File: config.mk
export PLATFORM = sky130hd
export DESIGN_NAME = uart_seg_decoder
export DESIGN_NICKNAME = d
export VERILOG_FILES = /design/src/rtl/uart_seg_decoder.sv
export SDC_FILE = /design/constraint.sdc
export NUM_CORES = 1
export LEC_CHECK = 0
export BUFFER_PORTS_ARGS = -buffer_cell sky130_fd_sc_hd__buf_4
export CORE_ASPECT_RATIO = 0.7
export CORE_MARGIN = 1.5
export CORE_UTILIZATION = 43
export DETAILED_ROUTE_END_ITERATION = 10
export GPL_TIMING_DRIVEN = 0
export MAX_ROUTING_LAYER = met4
export PLACE_DENSITY = 0.61
export SKIP_CTS_REPAIR_TIMING = 1
export SYNTH_ARGS = -nofsm -noshare
export SYNTH_HDL_FRONTEND = slang
export SYNTH_SLANG_ARGS = --single-unit
File: constraint.sdc
create_clock -name clk -period 1.9 [get_ports clk]
set_input_delay 0.095 -clock clk [delete_from_list [all_inputs] [get_ports clk]]
set_output_delay 0.095 -clock clk [all_outputs]
set_load 0.1 [all_outputs]
File: src/rtl/uart_seg_decoder.sv
// rtl/uart_seg_decoder.sv - UART byte stream to multi-digit seven-segment frame decoder
// Optional feature macro: DISPLAY_RAW_EN (raw binary mode, two nibbles per byte)
module uart_seg_decoder #(
  parameter int DIGITS = 8
) (
  input  logic                  clk,
  input  logic                  rst_n,
  input  logic                  rx_data_valid,
  input  logic [7:0]            rx_data_out,
  output logic [DIGITS-1:0]     data_en,
  output logic [4*DIGITS-1:0]   seg_data,
  output logic                  frame_done,
  output logic                  char_err
);

  localparam int CW = $clog2(DIGITS + 1);

  // Committed display state, shared by both modes
  logic [4*DIGITS-1:0] seg_q, seg_d;
  logic [DIGITS-1:0]   en_q, en_d;
  logic                fd_q, fd_d;

  assign seg_data   = seg_q;
  assign data_en    = en_q;
  assign frame_done = fd_q;

`ifdef DISPLAY_RAW_EN

  localparam logic [CW-1:0] HALF_LAST = CW'(DIGITS / 2 - 1);

  logic [CW-1:0]       bc_q, bc_d;
  logic [4*DIGITS-1:0] seg_shift;
  logic [DIGITS-1:0]   en_shift;

  // Each byte pushes two nibbles in from the right, high nibble first
  if (DIGITS == 2) begin : g_two
    assign seg_shift = rx_data_out;
    assign en_shift  = 2'b11;
  end else begin : g_wide
    assign seg_shift = {seg_q[4*DIGITS-9:0], rx_data_out};
    assign en_shift  = {en_q[DIGITS-3:0], 2'b11};
  end

  assign char_err = 1'b0;

  // Next state: write display directly, count bytes modulo DIGITS/2 for frame_done
  always_comb begin
    seg_d = seg_q;
    en_d  = en_q;
    bc_d  = bc_q;
    fd_d  = 1'b0;
    if (rx_data_valid) begin
      seg_d = seg_shift;
      en_d  = en_shift;
      if (bc_q == HALF_LAST) begin
        bc_d = '0;
        fd_d = 1'b1;
      end else begin
        bc_d = bc_q + CW'(1);
      end
    end
  end

  // State registers with asynchronous clear
  always_ff @(posedge clk or negedge rst_n) begin
    if (!rst_n) begin
      seg_q <= '0;
      en_q  <= '0;
      bc_q  <= '0;
      fd_q  <= 1'b0;
    end else begin
      seg_q <= seg_d;
      en_q  <= en_d;
      bc_q  <= bc_d;
      fd_q  <= fd_d;
    end
  end

`else

  typedef enum logic [1:0] {ST_EMPTY, ST_PARTIAL, ST_FULL} state_e;

  localparam logic [CW-1:0] FULL_CNT = CW'(DIGITS);

  state_e              state_q, state_d;
  logic [4*DIGITS-1:0] sh_data_q, sh_data_d;
  logic [DIGITS-1:0]   sh_en_q, sh_en_d;
  logic [CW-1:0]       cnt_q, cnt_d;
  logic                ce_q, ce_d;
  logic                is_hex;
  logic [3:0]          nib;

  assign char_err = ce_q;

  // Classify the incoming byte as a hex digit and map it to its nibble value
  always_comb begin
    is_hex = 1'b0;
    nib    = 4'h0;
    if (rx_data_out >= 8'h30 && rx_data_out <= 8'h39) begin
      is_hex = 1'b1;
      nib    = rx_data_out[3:0];
    end else if ((rx_data_out >= 8'h41 && rx_data_out <= 8'h46) ||
                 (rx_data_out >= 8'h61 && rx_data_out <= 8'h66)) begin
      is_hex = 1'b1;
      nib    = rx_data_out[3:0] + 4'd9;
    end
  end

  // Next state: edit the shadow buffer, commit it to the display on CR
  always_comb begin
    state_d   = state_q;
    sh_data_d = sh_data_q;
    sh_en_d   = sh_en_q;
    cnt_d     = cnt_q;
    seg_d     = seg_q;
    en_d      = en_q;
    fd_d      = 1'b0;
    ce_d      = 1'b0;
    if (rx_data_valid) begin
      if (is_hex) begin
        sh_data_d = {sh_data_q[4*DIGITS-5:0], nib};
        sh_en_d   = {sh_en_q[DIGITS-2:0], 1'b1};
        // When full the oldest digit falls off the left and the count saturates
        if (state_q != ST_FULL) begin
          cnt_d   = cnt_q + CW'(1);
          state_d = (cnt_q + CW'(1) == FULL_CNT) ? ST_FULL : ST_PARTIAL;
        end
      end else begin
        case (rx_data_out)
          8'h08: begin
            if (state_q != ST_EMPTY) begin
              sh_data_d = sh_data_q >> 4;
              sh_en_d   = sh_en_q >> 1;
              cnt_d     = cnt_q - CW'(1);
              state_d   = (cnt_q == CW'(1)) ? ST_EMPTY : ST_PARTIAL;
            end
          end
          8'h0D: begin
            seg_d     = sh_data_q;
            en_d      = sh_en_q;
            fd_d      = 1'b1;
            sh_data_d = '0;
            sh_en_d   = '0;
            cnt_d     = '0;
            state_d   = ST_EMPTY;
          end
          8'h1B: begin
            seg_d     = '0;
            en_d      = '0;
            sh_data_d = '0;
            sh_en_d   = '0;
            cnt_d     = '0;
            state_d   = ST_EMPTY;
          end
          8'h0A: ;
          default: ce_d = 1'b1;
        endcase
      end
    end
  end

  // State registers with asynchronous clear
  always_ff @(posedge clk or negedge rst_n) begin
    if (!rst_n) begin
      state_q   <= ST_EMPTY;
      sh_data_q <= '0;
      sh_en_q   <= '0;
      cnt_q     <= '0;
      seg_q     <= '0;
      en_q      <= '0;
      fd_q      <= 1'b0;
      ce_q      <= 1'b0;
    end else begin
      state_q   <= state_d;
      sh_data_q <= sh_data_d;
      sh_en_q   <= sh_en_d;
      cnt_q     <= cnt_d;
      seg_q     <= seg_d;
      en_q      <= en_d;
      fd_q      <= fd_d;
      ce_q      <= ce_d;
    end
  end

`endif

endmodule

# == Word-level counts from Yosys, hierarchy flattened ==
# Cells that the tools add are included.
# word_totals
ff_bits,88
elab_cells,67
# classes
order_cmp,6
n_addsub,3
n_bitwise,1
n_eq_ne,9
reduce_logical,12
n_mux,28
# ops
op,count
$pmux W32 S2,2
$mux W32,2
$pmux W8 S2,2
$eq A8 B4 Y1 const B,3
$mux W4,5
$ge A8 B7 Y1 const B,2
$le A8 B7 Y1 const B,2
$mux W8,2
$mux W1,9
$eq A8 B5 Y1 const B,1
$ge A8 B6 Y1 const B,1
$le A8 B6 Y1 const B,1
$mux W2,4
$pmux W4 S2,1
$reduce_and A3 Y1,2
$add A4 B1 Y4 const B,1
$add A4 B4 Y4 const B,1
$eq A4 B1 Y1 const B,1
$eq A4 B4 Y1 const B,1
$pmux W2 S2,1
$reduce_and A4 Y1,1
$reduce_bool A2 Y1,2
$reduce_or A4 Y1,1
$sub A4 B1 Y4 const B,1
other kinds (8),10

# == Depth between registers and ports, before layout ==
# depth
word_depth,7
ltp_mapped,11
depth_no_buf,8

# == Worst setup path before layout ==
# Ideal clock, no wire load.
# synth_path
path_kind,input to register
from,in rx_data_out[0]
to,reg sh_data_q[3]
stages,9
setup_time_ns,0.127
slack_ns,-0.119
arrival_time_ns,1.892
t_required_ns,1.773
cell_sequence,inv_1 > ha_1 > or3b_1 > and3_4 > nor3_4 > a211o_1 > buf_6 > buf_6 > mux2_1
# synth_between
elab_chain_cells,7
word_cells_on_any_way,24
# synth_lines
element,line_no,rtl
from (decl),9,"input logic [7:0] rx_data_out,"
$ge A8 B7 Y1 (tied with other cells),102,end else if ((rx_data_out >= 8'h41 && rx_data_out <= 8'h46) ||
$logic_and A1 B1 Y1 (on tied branches),"102, 103",
$logic_or A1 B1 Y1,102,
$mux W1,102,
$mux W1,99,if (rx_data_out >= 8'h30 && rx_data_out <= 8'h39) begin
$ne A3 B3 Y1 (no source line) / $reduce_bool A3 Y1 (equally long branches),--,
$reduce_and A3 Y1 (no source line),--,
to (signal assigned),175,sh_data_q <= sh_data_d;
to (decl),86,"logic [4*DIGITS-1:0] sh_data_q, sh_data_d;"
# Parallel ways exist; a longest one is shown, timed or not.
# A chain may end at the register's enable or synchronous reset.

# == Final worst setup path ==
# layout_path
from,in rx_data_out[1]
to,reg sh_data_q[3]
# The elaborated chain is that of the path after synthesis.

==> summary.txt <==
Run status
  – Status: complete, but fails checks
  – Failing checks: negative hold slack

Final layout
  – # fillers: 820
  – Final core occ: 54.9%
  – Final Net Count: 479
  – Antenna diodes: 0
  – Layout area overhead: 22.5%
  – Final Non-Filler Cells: 588
  – Layout cells sized above 1: 23.3%
  – Design Area, Final: 0.00502 mm^2

Logic synthesis
  – Post-synthesis async set-or-reset flop share: 100%
  – Post-synthesis sequential area ratio: 53.8%
  – Post-synth EDFFs: 0
  – Post-Syn Nets: 416
  – Number of synthesis warnings: 0
  – Mapped Cells: 396
  – Post-Syn Area per Cell: 10.3 um^2
  – Most used DFF post-synth: dfrtp_1
  – Synth cell types: 44
  – Netlist Area Pre-Place: 0.00409 mm^2
  – Flops & latches, synth: 88

Critical path
  – Crit path max fanout: 10
  – Crit path kind: input port to flip-flop
  – Arrival @ worst endpoint: 2030 ps
  – Startpoint types: input port
  – Worst endpoint required time: 2120 ps
  – Endpoint class of the critical path: flip-flop

CTS
  – Reg clk slew, reported paths: 60 ps
  – CTS Sinks: 88
  – Clock latency on the worst-skew pair: 350 ps
  – CTS tree: built
  – H-tree depth: 3
  – CTS Buf Count: 9
  – Max Buffers Root-to-Sink: 2
  – Root Driver: clkbuf_16

Floorplan
  – Starting density of the core: 44.8%
  – Die span in x: 120 um
  – Top-level I/O count: 53
  – Core Region: 0.00914 mm^2
  – Die Span Y: 84.6 um
  – # rows: 29
  – Full die area: 0.0101 mm^2

STA
  – Tmin final: 1810 ps
  – Final setup skew: 10.6 ps
  – Hold slack: -55.1 ps
  – Endpoints failing setup: 0
  – Final period util: 95.3%
  – Relative slew margins: 28.4%
  – Final hold violations: 88
  – Unrepaired setup endpoints after global routing: false
  – Fmax: 0.552 GHz
  – Slew @ Worst Pin: 1070 ps
  – Final Max Slew Viols: 0

Drt
  – Post-Route WL: 10,200 um
  – Vias: 3,298
  – Routed Antenna Nets: 0
  – Drt wl/cell: 17.4 um
  – First-pass detailed-route iteration total: 5
  – Vias/cell: 5.61
  – DR DRC count: 0
  – First DRT Iteration DRCs: 180

Min path
  – Hold Path Class: input port to async pin

Power
  – Pleak: 2.45 nW
  – Worst VDD drop: 0.000419 V
  – Power per cell area: 880 mW/mm^2
  – Total power: 4.41 mW

Flow run
  – # Max-Cap Violations: 0

GRT
  – First-pass GRT wire length: 16,700 um
  – Largest net degree at the start of global routing: 89
  – Antenna violations before repair: 0
  – GRT Util Overall: 21.9%
  – Vias in the first global route: 3,058
  – GRT overflow: 0

Placement
  – GP Congestion: 0.827
  – Inst Count DP: 571
  – Port Buf Inserts: 51
  – Post-DP HPWL: 6960 um
  – DP Area: 0.00466 mm^2
==> worst max-delay path, stage by stage <==
cell	delay [ps]
buf_4	120
inv_2	70
ha_2	180
or3b_4	410
and3_4	190
nor3_4	230
a211o_1	180
buf_6	110
buf_6	140
mux2_4	300
==> final cells by class <==
type                            instances  area, um^2  area share (%)
Clock inverter                          7        98.8            1.97
Tap cell                              124         155            3.09
Sequential cell                        88        2200            43.9
Inverter                                6        22.5           0.449
Clock buffer                            9         225            4.49
Multi-Input combinational cell        270        1730            34.5
Buffer                                 31         183            3.64
Timing Repair Buffer                   53         398            7.93
==> layer usage <==
| layer | wire [um] | GRT usage, % | vias up |
|---|---|---|---|
| met2 | 4290 | 29.0 | 93 |
| li1 | - | - | 1577 |
| met5 | 0 | - | - |
| met3 | 613 | 4.62 | 10 |
| met1 | 5240 | 33.8 | 1618 |
| met4 | 98 | 5.30 | 0 |
==> path summary, 6_finish.rpt <==
path	startpoint	endpoint	slack, ps	depth (start not counted)
max	rx_data_out[1]	sh_data_q[3]$_DFFE_PN0P_	90	10
min	rst_n	char_err$_DFF_PN0_	-60	1
max reg2reg	cnt_q[0]$_DFFE_PN0P_	state_q[1]$_DFFE_PN0P_	290	5
min reg2reg	seg_data[14]$_DFFE_PN0P_	seg_data[14]$_DFFE_PN0P_	500	1
max in group asynchronous	rst_n	cnt_q[3]$_DFFE_PN0P_	1270	1
min in group clk	rx_data_valid	char_err$_DFF_PN0_	90	3
==> kinds of logic (layout without fill, tap and decap cells) <==
family / after synthesis / after routing / share of synthesized area [%]
buf+inv: 38 / 106 / 4.83
simple gates: 117 / 117 / 15.7
compound gates: 139 / 139 / 21.7
mux: 3 / 3 / 0.795
flops: 88 / 88 / 53.8
fa+ha+maj: 9 / 9 / 2.75
xor+xnor: 2 / 2 / 0.428
==> Yosys cell counts (3+ instances only) <==
| cell type | instances | area share, % |
|---|---|---|
| buf_4 | 4 | 0.73 |
| o22ai_1 | 3 | 0.46 |
| nor2_1 | 3 | 0.28 |
| buf_6 | 3 | 0.83 |
| a21oi_1 | 36 | 4.4 |
| and3_1 | 31 | 4.7 |
| a22o_1 | 40 | 8.6 |
| clkbuf_2 | 3 | 0.37 |
| o21ai_0 | 42 | 5.1 |
| inv_1 | 6 | 0.55 |
| ha_1 | 9 | 2.8 |
| nand3_1 | 7 | 0.86 |
| nand2_1 | 55 | 5.0 |
| buf_2 | 11 | 1.3 |
| dfrtp_1 | 88 | 54 |
| o21ai_1 | 4 | 0.49 |
| nor3_1 | 4 | 0.49 |
| clkbuf_1 | 11 | 1.0 |
==> flip-flops by register name, indices dropped and copies added, names as in the netlist <==
signal	count
char_err	1
sh_en_q	8
seg_data	32
state_q	2
data_en	8
cnt_q	4
sh_data_q	32
frame_done	1
==> metrics by stage <==
step | worst slack [ps] | TNS, ps | hold slack (ps)
6_report | 88.9 | 0 | -55.1
5_1_grt | 4.90 | 0 | 43.1
4_1_cts | -87.7 | -2950 | 2.88
3_5_place_dp | -439 | -29540 | 369
3_3_place_gp | -428 | -28900 | 369
2_1_floorplan | 10.1 | 0 | -201
==> where the power goes <==
group / total, mW / internal, mW / switching [mW] / leakage, nW
Sequential: 2.02 / 1.93 / 0.0832 / 1.22
Clock: 1.92 / 1.16 / 0.753 / 0.157
Combinational: 0.483 / 0.198 / 0.285 / 1.08
Total: 4.41 / 3.29 / 1.12 / 2.45
==> layout by cell type (no fill, tap or decap), drive strengths merged, types with 3 or more instances in the layout <==
master	count
nand2	55
and3	33
inv	9
buf	70
nor2	4
clkbuf	23
nand3	7
dfrtp	88
a21oi	36
a22o	40
nor3	5
ha	9
o21ai	46
o22ai	3
No activity file was read; power rests on OpenSTA's default activity.
